**src/rtl/dice_roll_sched.sv**
```systemverilog
// Round-robin roll scheduler sharing one dice generator among NUM_PLAYERS requesters.
// Define DICE_SCORE_EN to add saturating per-player score accumulators on the score port.
`timescale 1ns/1ps
module dice_roll_sched #(
   parameter int unsigned NUM_PLAYERS = 4,
   parameter int unsigned ROLL_CYCLES = 16,
   parameter int unsigned SHOW_CYCLES = 32
) (
   input  logic                           clk,
   input  logic                           rst,
   input  logic [NUM_PLAYERS-1:0]         req,
   input  logic [2:0]                     dice_val,
   output logic                           dice_en,
   output logic [NUM_PLAYERS-1:0]         grant,
   output logic [2:0]                     face,
   output logic [$clog2(NUM_PLAYERS)-1:0] face_player,
   output logic                           done,
`ifdef DICE_SCORE_EN
   output logic [NUM_PLAYERS*8-1:0]       score,
`endif
   output logic                           busy
);

   localparam int unsigned PW     = $clog2(NUM_PLAYERS);
   localparam int unsigned CPW    = PW + 1;
   localparam int unsigned MaxCyc = (ROLL_CYCLES > SHOW_CYCLES) ? ROLL_CYCLES : SHOW_CYCLES;
   localparam int unsigned CW     = $clog2(MaxCyc + 1);

   typedef enum logic [1:0] {StIdle, StRoll, StSettle, StShow} state_e;

   state_e                 state_q, state_d;
   logic [CW-1:0]          cnt_q, cnt_d;
   logic [PW-1:0]          last_q, last_d;
   logic [PW-1:0]          winner_q, winner_d;
   logic                   dice_en_q, dice_en_d;
   logic [NUM_PLAYERS-1:0] grant_q, grant_d;
   logic [2:0]             face_q, face_d;
   logic [PW-1:0]          face_player_q, face_player_d;
   logic                   done_q, done_d;
   logic                   busy_q, busy_d;

   logic                   any_req;
   logic [PW-1:0]          pick;
   logic [CPW-1:0]         cand;
   logic                   face_ok;

   assign face_ok = (dice_val != 3'd0) && (dice_val != 3'd7);

   // Scan upward from the player after the last winner, wrapping modulo NUM_PLAYERS.
   always_comb begin
      any_req = 1'b0;
      pick    = '0;
      cand    = '0;
      for (int i = 1; i <= int'(NUM_PLAYERS); i++) begin
         cand = {1'b0, last_q} + CPW'(i);
         if (cand >= CPW'(NUM_PLAYERS)) begin
            cand = cand - CPW'(NUM_PLAYERS);
         end
         if (!any_req && req[cand[PW-1:0]]) begin
            any_req = 1'b1;
            pick    = cand[PW-1:0];
         end
      end
   end

   always_ff @(posedge clk) begin
      if (rst) begin
         state_q       <= StIdle;
         cnt_q         <= '0;
         last_q        <= PW'(NUM_PLAYERS - 1);
         winner_q      <= '0;
         dice_en_q     <= 1'b0;
         grant_q       <= '0;
         face_q        <= 3'd0;
         face_player_q <= '0;
         done_q        <= 1'b0;
         busy_q        <= 1'b0;
      end else begin
         state_q       <= state_d;
         cnt_q         <= cnt_d;
         last_q        <= last_d;
         winner_q      <= winner_d;
         dice_en_q     <= dice_en_d;
         grant_q       <= grant_d;
         face_q        <= face_d;
         face_player_q <= face_player_d;
         done_q        <= done_d;
         busy_q        <= busy_d;
      end
   end

   always_comb begin
      state_d  = state_q;
      cnt_d    = cnt_q;
      last_d   = last_q;
      winner_d = winner_q;
      unique case (state_q)
         StIdle: begin
            if (any_req) begin
               state_d  = StRoll;
               cnt_d    = CW'(ROLL_CYCLES);
               winner_d = pick;
            end
         end
         StRoll: begin
            if (cnt_q == CW'(1)) begin
               state_d = StSettle;
            end else begin
               cnt_d = cnt_q - CW'(1);
            end
         end
         StSettle: begin
            if (face_ok) begin
               state_d = StShow;
               cnt_d   = CW'(SHOW_CYCLES);
               last_d  = winner_q;
            end
         end
         StShow: begin
            if (cnt_q == CW'(1)) begin
               state_d = StIdle;
            end else begin
               cnt_d = cnt_q - CW'(1);
            end
         end
         default: state_d = StIdle;
      endcase
   end

   // Outputs are registered: compute their next values from the next state.
   always_comb begin
      busy_d  = (state_d != StIdle);
      done_d  = (state_q == StSettle) && face_ok;
      // An invalid sample in SETTLE advances the generator for one more cycle.
      dice_en_d = (state_d == StRoll) || ((state_q == StSettle) && !face_ok);
      grant_d = '0;
      if (state_d != StIdle) begin
         grant_d[winner_d] = 1'b1;
      end
      face_d        = done_d ? dice_val : face_q;
      face_player_d = done_d ? winner_q : face_player_q;
   end

   assign dice_en     = dice_en_q;
   assign grant       = grant_q;
   assign face        = face_q;
   assign face_player = face_player_q;
   assign done        = done_q;
   assign busy        = busy_q;

`ifdef DICE_SCORE_EN
   logic [NUM_PLAYERS*8-1:0] score_q, score_d;
   logic [8:0]               score_sum;

   always_comb begin
      score_d   = score_q;
      score_sum = {1'b0, score_q[{winner_q, 3'b000} +: 8]} + {6'b0, dice_val};
      if (done_d) begin
         score_d[{winner_q, 3'b000} +: 8] = score_sum[8] ? 8'hFF : score_sum[7:0];
      end
   end

   always_ff @(posedge clk) begin
      if (rst) begin
         score_q <= '0;
      end else begin
         score_q <= score_d;
      end
   end

   assign score = score_q;
`endif

endmodule

```
**config.mk**
```make
export PLATFORM = sky130hd
export DESIGN_NAME = dice_roll_sched
export DESIGN_NICKNAME = d
export VERILOG_FILES = /design/src/rtl/dice_roll_sched.sv
export SDC_FILE = /design/constraint.sdc
export NUM_CORES = 1
export LEC_CHECK = 0
export ABC_AREA = 1
export CAP_MARGIN = 20
export CORE_MARGIN = 2
export CORE_UTILIZATION = 49
export CTS_BUF_LIST = sky130_fd_sc_hd__clkbuf_2
export DETAILED_ROUTE_END_ITERATION = 12
export GPL_ROUTABILITY_DRIVEN = 0
export PLACE_DENSITY = 0.75
export SETUP_SLACK_MARGIN = 0.3
export SLEW_MARGIN = 10
export SYNTH_ARGS = -nofsm -noshare
export SYNTH_HDL_FRONTEND = slang
export SYNTH_SLANG_ARGS = --single-unit
```
**constraint.sdc**
```tcl
create_clock -name clk -period 1.65 [get_ports clk]
set_input_delay 0.495 -clock clk [delete_from_list [all_inputs] [get_ports clk]]
set_output_delay 0.495 -clock clk [all_outputs]
set_load 0.02 [all_outputs]
```
Yosys cells after proc, flatten, opt, wreduce, memory -nomap -nowiden
Cells that the tools add are included.
{ "totals": {"reg_bits": 24, "wordCells": 91, "output_inout_bits": 12, "in_bits": 9} }
{ "classes": {"n_lt_le_gt_ge": 10, "bitwise": 1, "mux": 33, "addsub": 9, "eq_ne": 9, "reduce_logical": 19} }
{ "ops": {"columns": ["operator", "n"], "rows": [
  ["2-bit two-way mux", 14],
  ["6-bit two-way mux", 3],
  ["6-bit case mux with 3 select lines", 1],
  ["2-bit by 3-bit < comparator with 1-bit output (second input constant)", 5],
  ["3-bit >= comparator (second input constant)", 4],
  ["1-bit two-way mux", 9],
  ["1-bit binary-select mux with 2-bit select", 4],
  ["2-bit case mux with 4 select lines", 1],
  ["2-bit by 1-bit subtractor with 2-bit output (second input constant)", 4],
  ["1-bit logical AND", 7],
  ["2-bit by 2-bit adder with 3-bit output (second input constant)", 2],
  ["6-bit by 1-bit equality test with 1-bit output (second input constant)", 1],
  ["2-bit != test (second input constant)", 3],
  ["6-bit by 1-bit subtractor with 6-bit output (second input constant)", 1],
  ["2-bit by 1-bit equality test with 1-bit output (second input constant)", 2],
  ["2-bit equality test (second input constant)", 2],
  ["1-bit zero test", 4],
  ["2-bit OR reduction", 2],
  ["2-bit by 1-bit adder with 3-bit output (second input constant)", 1],
  ["2-bit by 3-bit adder with 3-bit output (second input constant)", 1],
  ["3-bit != test (second input constant)", 1],
  ["3-bit AND reduction", 1],
  ["3-bit nonzero test", 1],
  ["1-bit demux with 2-bit select", 1],
  ["6 further kinds", 6]
]} }

Logic depth before layout (Yosys ltp)
Gate-level depths: netlist of the first run.
{ "logic_depth": {"word_depth": 21, "mapped_depth": 15, "ltp_nobuf": 14} }

Least setup slack after synthesis of the first run
Ideal clock, no wire load.
{ "synth_path": {"path_kind": "input-to-reg", "from": "in dice_val[2]", "to": "reg grant_q[2], in the netlist grant[2]", "path_buffers": 0, "required_ns": 1.536, "setup_time_ns": 0.114, "slack_ns": 0.081, "arrival_time_ns": 1.455, "stages": 10, "path_cell_list": "o21ai_0 > nand2_1 > nand2_1 > nand2_1 > nor2_2 > nand2_4 > nand2_4 > nand2_4 > nand2_2 > nor2_1"} }
{ "synth_between": {"elab_chain_cells": 7, "elab_cells_between_ends": 8, "classes_between": "1 x eq/ne; 2 x mux; 1 x bitwise; 4 x reduce/logical"} }
{ "synth_lines": {"columns": ["element", "line", "source"], "rows": [
  ["start, declared", "12", "input logic [2:0] dice_val,"],
  ["3-bit != test or 3-bit nonzero test (tied branches)", "47", "assign face_ok = (dice_val != 3'd0) && (dice_val != 3'd7);"],
  ["1-bit logical AND *", "47", null],
  ["2-bit two-way mux *", "113", "if (face_ok) begin"],
  ["2-bit case mux with 4 select lines *", "97", "unique case (state_q)"],
  ["2-bit nonzero test *", "137", "if (state_d != StIdle) begin"],
  ["1-bit inverter (no source line) *", null, null],
  ["2-bit OR reduction (no source line) *", null, null],
  ["end signal, assigned", "84", "grant_q <= grant_d;"],
  ["end, declared", "36", "logic [NUM_PLAYERS-1:0] grant_q, grant_d;"]
]} }
Every way passes the cells marked *; elsewhere a longest branch is shown, timed or not.
A chain may end at the register's enable or synchronous reset.

Final worst setup path of the first run
{ "layout_path": {"from": "reg last_q[0]", "to": "reg cnt_q[4]"} }
{ "layout_between": {"elab_chain_cells": 17, "elab_cells_between_ends": 36, "classes_between": "8 x add/sub; 4 x order compare; 1 x eq/ne; 16 x mux; 7 x reduce/logical"} }
{ "layout_lines": {"columns": ["element", "line", "source"], "rows": [
  ["start, declared", "33", "logic [PW-1:0] last_q, last_d;"],
  ["start signal, assigned", "70", "last_q <= PW'(NUM_PLAYERS - 1);"],
  ["start signal, assigned", "81", "last_q <= last_d;"],
  ["2-bit by 1-bit adder with 3-bit output", "55", "cand = {1'b0, last_q} + CPW'(i);"],
  ["3-bit >= comparator or 2-bit by 1-bit subtractor with 2-bit output (tied branches)", "56, 57", null],
  ["2-bit two-way mux", "56", "if (cand >= CPW'(NUM_PLAYERS)) begin"],
  ["1-bit binary-select mux with 2-bit select", "59", "if (!any_req && req[cand[PW-1:0]]) begin"],
  ["1-bit two-way mux (not written as such)", "59", null],
  ["1-bit two-way mux", "59", null],
  ["1-bit zero test", "59", null],
  ["1-bit logical AND", "59", null],
  ["1-bit two-way mux", "59", null],
  ["1-bit zero test", "59", null],
  ["1-bit logical AND", "59", null],
  ["1-bit two-way mux", "59", null],
  ["1-bit zero test", "59", null],
  ["1-bit logical AND", "59", null],
  ["1-bit two-way mux *", "59", null],
  ["2-bit != test (no source line) *", null, null],
  ["3-bit AND reduction (no source line) *", null, null],
  ["end signal, assigned", "80", "cnt_q <= cnt_d;"],
  ["end, declared", "32", "logic [CW-1:0] cnt_q, cnt_d;"]
]} }
Every way passes the cells marked *; elsewhere a longest branch is shown, timed or not. The select of a mux whose other input is x is not followed.

==> flow_summary.yaml, run 1 <==
status:
  status: "completed"
yosys:
  yosysSeqAreaShare: 0.3664
  syn-cell-area_mm2: 0.001311
  synth_edf_count: 0
  ys_types: 28
  syn-num-nets: 195
  synthFlopType: "dfxtp_1"
  ys_ff_latch: 24
  synth_async_sr_flop_share: 0
  yosys_warnings: 0
  synthCells: 184
  postSynthAreaPerCell_um2: 7.126
floorplanning:
  die_w_um: 55.73
  io_pins: 21
  row_count: 18
  coreArea_mm2: 0.002500
  start_util: 0.5245
  die_area_mm2: 0.003106
  die_h_um: 55.73
clock_tree:
  cts_tree: "built"
  path_clk_slew_ps: 240
  cts_root_buf: "clkbuf_2"
  cts.sinks: 24
  cts_buffers: 3
  cts_buffer_depth: 2
  insertion_delay_ps: 350
  htree_levels: 1
routing:
  totalWireLength_mm: 3.113
  vias: 1268
  wl_per_cell_um: 12.35
  wl_met3_um: 87
  first_pass_iters: 4
  routed-wl-met2_mm: 1.642
  top_layer_used: "met4"
  drc: 0
  drt-initial-drc-count: 47
  drtAntennaViolNets: 0
  m1WireLength_mm: 1.340
  drt-vias-per-instance: 5.032
place:
  io_buffers: 20
  dp_cells: 242
  placed_area_mm2: 0.001653
  hpwl_mm: 2.174
  preCtsSetupSlack_ps: -499.2
setup_path:
  worstPathMaxFanout: 7
  worstPathArrival_ps: 1900
  cpPeakStageDelay_ps: 400
  cp-start-kind: "register"
  crit_buf_inv: 2
  path_cells: "buf_6 > inv_8 > nand2_1 > nand3_2 > nand2_2 > nor2_4 > nand3_2 > nand2_4 > nand2_4 > o21ai_1 > a21oi_1"
  crit_slowest_cell: "dfxtp_4"
  crit_family: "simple AND/OR/NAND/NOR gates"
  path_class: "register to register"
  cp-end-kind: "register"
  worstPathRequired_ps: 1900
sta:
  fin_crit_ps: 1646
  setup_viol: 0
  final-max-slew-violation-count: 0
  final_hold_viol_count: 0
  slew_headroom: 0.8330
  period_share: 0.9976
  setup_slack_ps: 3.938
  fin_tns_setup_ps: 0
  clock.fmax_mhz: 607.5
  whs_ps: 372.3
  skew_ps: 20.47
  worst_pin_slew_ps: 249.6
  rsz0062_at_grt: "yes"
final_layout:
  diodes: 0
  final_util: 0.7412
  fillers: 190
  finalNetCount: 234
  drive_gt1_frac: 0.4640
  final_area_mm2: 0.001853
  area_growth_pct: 41.32
  final_cells: 252
run:
  drv_cap: 0
grt:
  grt_pass1_wl_mm: 5.209
  grtUsageTotal: 0.2082
  grt_max_degree: 15
  grt_overflow: 0
  grt_pass1_vias: 1251
  antenna_found_initial: 0
power_and_ir_drop:
  p_leak_nw: 0.9295
  p_total_mw: 1.854
  power.density_mw_per_mm2: 1001
  ir_worst_vdd_mv: 0.7307
min_path:
  hold_path_class: "input pin to register"
path summary, 6_finish.rpt:
kind	end	slack [ps]	depth (start not counted)	startpoint
worst min register to register	face[0]	490	2	face[0]
worst max-delay path	cnt_q[4]	4	11	last_q[0]
worst max register to register	cnt_q[4]	4	11	last_q[0]
worst min-delay path	face[1]	370	3	dice_val[1]
worst reg2reg max path, stage by stage (launching register included):
cell     delay, ps
dfxtp_4        400
buf_6          130
inv_8          100
nand2_1         70
nand3_2         70
nand2_2         70
nor2_4         140
nand3_2         90
nand2_4        140
nand2_4        100
o21ai_1        170
a21oi_1         70
state kept, by name, indices dropped and copies added (netlist names):
name	count
cnt_q	6
dice_en	1
done	1
state_q	2
face	3
busy	1
face_player	2
winner_q	2
last_q	2
grant	4
cell families after synthesis:
| group | synth area share |
|---|---|
| xor gates and xnor gates | 0.01336 |
| DFF | 0.3664 |
| AOI/OAI and AO/OA | 0.1164 |
| buffers and inverters | 0.09637 |
| and+or+nand+nor | 0.3884 |
| adders and majority gates | 0.01908 |
metal layers:
metal | global-route usage | vias to the layer above
met1 | 0.2391 | 578
met3 | 0.02558 | 8
met4 | 0.09756 | 0
met5 | 0 | -
li1 | - | 655
met2 | 0.3793 | 27
what timing repair did:
item	in CTS	in global routing
resized for setup	97	35
setup buffers	4	1
hold buffers	0	0
endpoints found under the setup margin	34	34
pin swaps	11	6
gates cloned	1	0
cell usage in the layout (no fill, tap or decap), types with 2 or more instances in the layout:
cell	count
clkbuf_2	4
clkinv_1	2
o21ai_2	4
nor2_4	5
nand4_1	2
xor2_1	2
inv_1	16
inv_2	7
o211ai_1	2
o21ai_0	4
nand3_2	3
dfxtp_4	3
dfxtp_1	6
o21ai_1	5
inv_4	2
dlygate4sd2_1	5
nand2_1	39
dfxtp_2	15
buf_4	14
a21oi_1	9
nand2_2	10
nand3_1	7
nor2_1	14
nand2_4	16
buf_6	13
cells in the mapped netlist (3+ instances only):
master   count  area (um2)
a21oi_1      9       45.04
dfxtp_1     24       480.5
inv_1       20       75.07
inv_2        5       18.77
nand2_1     48       180.2
nand2_2      9       56.30
nand2_4      7       78.83
nand3_1      9       45.04
nor2_1      16       60.06
nor2_4       3       33.78
o21ai_0     10       50.05
layout make-up:
| cell class | instances | area (um2) | area share |
|---|---|---|---|
| Multi-Input combinational cell | 131 | 822.0 | 0.4436 |
| Sequential cell | 24 | 510.5 | 0.2755 |
| Timing Repair Buffer | 35 | 320.3 | 0.1729 |
| Inverter | 28 | 117.6 | 0.06347 |
| Tap cell | 30 | 37.54 | 0.02026 |
| Clock inverter | 1 | 30.03 | 0.01621 |
| Clock buffer | 3 | 15.01 | 0.008103 |
power breakdown:
part / internal [mW] / switching, mW / total (mW)
clock network: 0.209 / 0.184 / 0.392
logic: 0.294 / 0.435 / 0.729
registers: 0.670 / 0.0622 / 0.733
Note: power is estimated with default switching activity, not from simulation.
==> inputs of run 2 (changes only) <==
Settings changed: SETUP_SLACK_MARGIN 0.3 to 0.15, SKIP_CTS_REPAIR_TIMING from default to 1.
==> run 2 against run 1 <==
Compared with the run above:
- the run now ends with negative setup slack left
- design area increased by 4.9%
- non-clock buffer count increased by 3
- utilization increased by 3.7 points
- cell count increased by 1.2%
- critical path depth increased by 1
- critical path type unchanged
- critical endpoint is now grant[2]
==> flow_summary.yaml, run 2 (synthesized netlist as in run 1, its figures left out) <==
floorplanning:
  die_area_mm2: 0.003106
  coreArea_mm2: 0.002500
  row_count: 18
  die_h_um: 55.73
  die_w_um: 55.73
  io_pins: 21
  start_util: 0.5245
final_layout:
  final_cell_mix: "37 x nand2_1, 22 x dfxtp_1, 19 x dlymetal6s2s_1, 17 x inv_1"
  diodes: 0
  finalNetCount: 237
  area_growth_pct: 48.28
  largest_reg_flops: 6
  drive_gt1_frac: 0.3556
  largest_register: "cnt_q"
  layout_commonest_cell: "nand2_1"
setup_path:
  cp-end-kind: "register"
  cp-start-kind: "register"
  path_class: "register to register"
  r2r-end: "grant[2]"
  endpoint: "grant[2]"
  worstPathArrival_ps: 1980
  worstPathMaxFanout: 6
  worstPathRequired_ps: 1920
  startpoint: "last_q[0]"
  ff2ff_path_depth: 12
  reg2reg_from: "last_q[0]"
  cpPeakStageDelay_ps: 380
  crit_slowest_cell: "dfxtp_2"
  path_cells: "buf_12 > buf_12 > nand2_1 > o21ai_0 > o21ai_1 > nand3_4 > nand2_8 > nand2_8 > nand2_4 > nand2_4 > nand2_2 > nor2_1"
  r2r_slack_ps: -60
grt:
  grt_pass1_wl_mm: 4.643
  grt_pass1_vias: 1180
  grt_max_degree: 14
  antenna_found_initial: 0
  grtUsageTotal: 0.1779
  grt_overflow: 0
power_and_ir_drop:
  p_leak_nw: 1.168
  ir_worst_vdd_mv: 0.8951
  power.density_mw_per_mm2: 910.5
routing:
  totalWireLength_mm: 3.219
  drc: 0
  drt-vias-per-instance: 5.157
  first_pass_iters: 4
  drt-initial-drc-count: 73
  wl_per_cell_um: 12.62
  drtAntennaViolNets: 0
  vias: 1315
status:
  violations: "negative setup slack"
  status: "finished, violations left"
sta:
  period_share: 1.039
  clock.fmax_mhz: 583.4
  skew_ps: 19.10
  final_hold_viol_count: 0
  setup_slack_ps: -64.20
  worst_pin_slew_ps: 404.5
  rsz0062_at_grt: "yes"
  final-max-slew-violation-count: 0
  fin_crit_ps: 1714
  fin_tns_setup_ps: -352.0
  slew_headroom: 0.7293
  whs_ps: 457.9
  setup_viol: 8
clock_tree:
  insertion_delay_ps: 340
  cts_root_buf: "clkbuf_2"
  cts_buffers: 3
  cts.sinks: 24
  path_clk_slew_ps: 230
  cts_buffer_depth: 2
  cts_tree: "built"
  htree_levels: 1
min_path:
  hold_path_class: "input pin to register"
place:
  io_buffers: 20
  hpwl_mm: 2.049
run:
  drv_cap: 0
## run 2: cell count changes in the layout (fill, tap and decap cells not counted), sizes merged
cell and delta:
clkdlybuf4s15 -1, bufinv -1, clkbuf -1, dlymetal6s2s +19, clkinv +2, dlygate4sd2 -5, inv -1, buf -9
## run 2: report_power, final
group / internal [mW] / total, mW / switching (mW)
registers: 0.661 / 0.715 / 0.0546
logic: 0.320 / 0.833 / 0.513
clock network: 0.0527 / 0.222 / 0.169
total: 1.03 / 1.77 / 0.737
## run 2: worst max-delay path: cells and delay by family (launching register included)
| kind | cells | cell delay (ps) |
|---|---|---|
| AO/OA/AOI/OAI | 2 | 350 |
| flip-flops | 1 | 380 |
| AND/OR/NAND/NOR | 8 | 660 |
| buffers and inverters | 2 | 260 |
## run 2: per-layer routing
layer  part of all wire  global-route usage  up-vias
met1               0.41              0.2083      597
met3              0.058             0.03256       12
met2               0.52              0.3282       47
met4              0.014             0.04878        0
li1                   -                   -      659
met5                  0                   0        -
## run 2: cell type report
class	count	area, um2
Clock buffer	3	15.01
Tap cell	30	37.54
Fill cell	167	555.5
Clock inverter	1	3.754
Sequential cell	24	485.5
Inverter	28	120.1
Timing Repair Buffer	38	407.9
Multi-Input combinational cell	131	874.6
## run 2: worst min path at each step
stage / start / to / slack (ps) / cells past startpoint
detailed placement: face_player[0] / face_player[0] / 460 / 2
global route: dice_val[2] / face[2] / 450 / 3
CTS: face_player[0] / face_player[0] / 480 / 2
global placement: face[0] / face[0] / 450 / 2
floorplan: cnt_q[5] / cnt_q[5] / 460 / 2
finish: dice_val[2] / face[2] / 460 / 3
## run 2: stage by stage
step | setup slack (ps) | util | total power, mW | cell area [um2] | instances
3_3_place_gp | -400.6 | 0.6431 | 1.329 | 1608 | 240
6_report | -64.20 | 0.7778 | 1.770 | 1944 | 255
5_1_grt | -127.3 | 0.7778 | 1.864 | 1944 | 255
2_1_floorplan | 160.8 | - | 1.170 | 1314 | 184
4_1_cts | -172.5 | 0.6507 | 1.576 | 1627 | 244
3_5_place_dp | -442.8 | 0.6431 | 1.351 | 1608 | 240
==> inputs of run 3 (changes only) <==
Settings changed: SKIP_LAST_GASP from default to 1.
==> run 3 against run 2 <==
Compared with the run above:
- the flow still finishes with violations (negative setup slack)
- register-to-register slack got worse by 50 ps
- clock skew decreased by 5.2 ps
- sequential power about the same
- setup slack got worse by 53 ps
- utilization decreased by 0.35 points
- critical path depth decreased by 2
- routed wire length decreased by 2.1%
- die area unchanged
- first-iteration DRC count increased by 30%
- power decreased by 1.1%
- sequential cell count unchanged
- largest cell class unchanged
==> flow_summary.yaml, run 3 (synthesized netlist as in run 1, its figures left out) <==
setup_path:
  crit_slowest_cell: "dfxtp_1"
  endpoint: "grant[2]"
  cp-end-kind: "register"
  ff2ff_path_depth: 10
  startpoint: "cnt_q[2]"
  reg2reg_from: "cnt_q[2]"
  worstPathMaxFanout: 5
  worstPathArrival_ps: 2030
  path_class: "register to register"
  r2r-end: "grant[2]"
  cpPeakStageDelay_ps: 400
  path_cells: "nor2_1 > nand4_1 > nand3_1 > nand2_2 > nor2_4 > nand2_8 > nand2_4 > nand2_4 > nand2_2 > nor2_1"
  worstPathRequired_ps: 1910
  r2r_slack_ps: -120
  cp-start-kind: "register"
clock_tree:
  cts_buffer_depth: 2
  cts_buffers: 3
  cts_tree: "built"
  insertion_delay_ps: 330
  cts.sinks: 24
  path_clk_slew_ps: 220
  cts_root_buf: "clkbuf_2"
  htree_levels: 1
sta:
  slew_headroom: 0.7244
  fin_crit_ps: 1767
  final_hold_viol_count: 0
  period_share: 1.071
  setup_slack_ps: -117.3
  clock.fmax_mhz: 565.8
  rsz0062_at_grt: "yes"
  final-max-slew-violation-count: 0
  skew_ps: 13.89
  worst_pin_slew_ps: 411.9
  setup_viol: 12
power_and_ir_drop:
  p_leak_nw: 1.167
  ir_worst_vdd_mv: 0.8759
  power.density_mw_per_mm2: 904.4
  clkPwrFrac: 0.127
  switching_share: 0.4116
  switchingPower_mw: 0.7205
  p_total_mw: 1.750
  p_int_mw: 1.030
  p_comb_frac: 0.466
  seq_power_share: 0.408
final_layout:
  largest_reg_flops: 6
  largest_register: "cnt_q"
  final_cells: 255
  fillers: 169
  drive_gt1_frac: 0.3422
  final_area_mm2: 0.001936
  multi_input_area_um2: 865.8
  final_cell_mix: "37 x nand2_1, 22 x dfxtp_1, 19 x dlymetal6s2s_1, 17 x inv_1"
  area_growth_pct: 47.61
  finalNetCount: 237
  diodes: 0
  final-seq-area_um2: 485.5
  layout_commonest_cell: "nand2_1"
run:
  drv_cap: 0
place:
  io_buffers: 20
  placed_area_mm2: 0.001608
  dp_cells: 240
  hpwl_mm: 2.049
grt:
  grt_max_degree: 14
  antenna_found_initial: 0
  grtUsageTotal: 0.1779
  grt_overflow: 0
  grt_pass1_vias: 1180
  grt_pass1_wl_mm: 4.643
routing:
  drtAntennaViolNets: 0
  drt-initial-drc-count: 95
  wl_per_cell_um: 12.35
  totalWireLength_mm: 3.150
  first_pass_iters: 5
  drc: 0
  vias: 1354
  drt-vias-per-instance: 5.310
floorplanning:
  io_pins: 21
  start_util: 0.5245
  die_h_um: 55.73
  row_count: 18
  die_area_mm2: 0.003106
  coreArea_mm2: 0.002500
  die_w_um: 55.73
status:
  status: "finished, violations left"
  violations: "negative setup slack"
min_path:
  worstHoldStart: "dice_val[2]"
  hold_path_class: "input pin to register"
[run 3: cell counts in the layout (fill, tap and decap cells not counted)]
No cell type changed its count.
[run 3: power groups by stage]
stage               Sequential, mW  Combinational, mW  Clock (mW)
global placement             0.718              0.612           0
floorplan                    0.753              0.417           0
finish                       0.714              0.815       0.222
CTS                          0.709              0.635       0.232
global route                 0.721              0.891       0.240
detailed placement           0.719              0.631           0
[run 3: layout make-up]
cell class	instances	area share
clock inverters	1	0.001939
well taps	30	0.01939
repair buffers	38	0.2107
clock buffers	3	0.007757
inverters	28	0.06206
multi-input cells	131	0.4473
flip-flops and latches	24	0.2508
[run 3: worst min-delay path by stage]
stage | endpoint | depth (start not counted)
4_1_cts | face_player[0] | 2
3_3_place_gp | face[0] | 2
2_1_floorplan | cnt_q[5] | 2
6_report | face[2] | 3
5_1_grt | face[2] | 3
3_5_place_dp | face_player[0] | 2
[run 3: per-layer routing]
metal | routed length, um | track usage
met1 | 1315 | 0.2083
met2 | 1580 | 0.3282
met3 | 174 | 0.03256
met4 | 79 | 0.04878
met5 | 0 | 0
[run 3: critical path, delay by kind of cell, from the launching register on]
kind,cells,cell delay [ps]
DFF,1,400
and+or+nand+nor,10,1300
[run 3: stage by stage]
stage | setup WS, ps | hold slack (ps) | TNS (ps) | utilization
floorplan | 160.8 | 461.1 | 0 | -
detailed placement | -442.8 | 463.2 | -7053 | 0.6431
CTS | -172.5 | 484.9 | -2061 | 0.6507
global route | -166.2 | 453.4 | -1423 | 0.7743
finish | -117.3 | 456.6 | -715.2 | 0.7743
global placement | -400.6 | 454.3 | -6589 | 0.6431
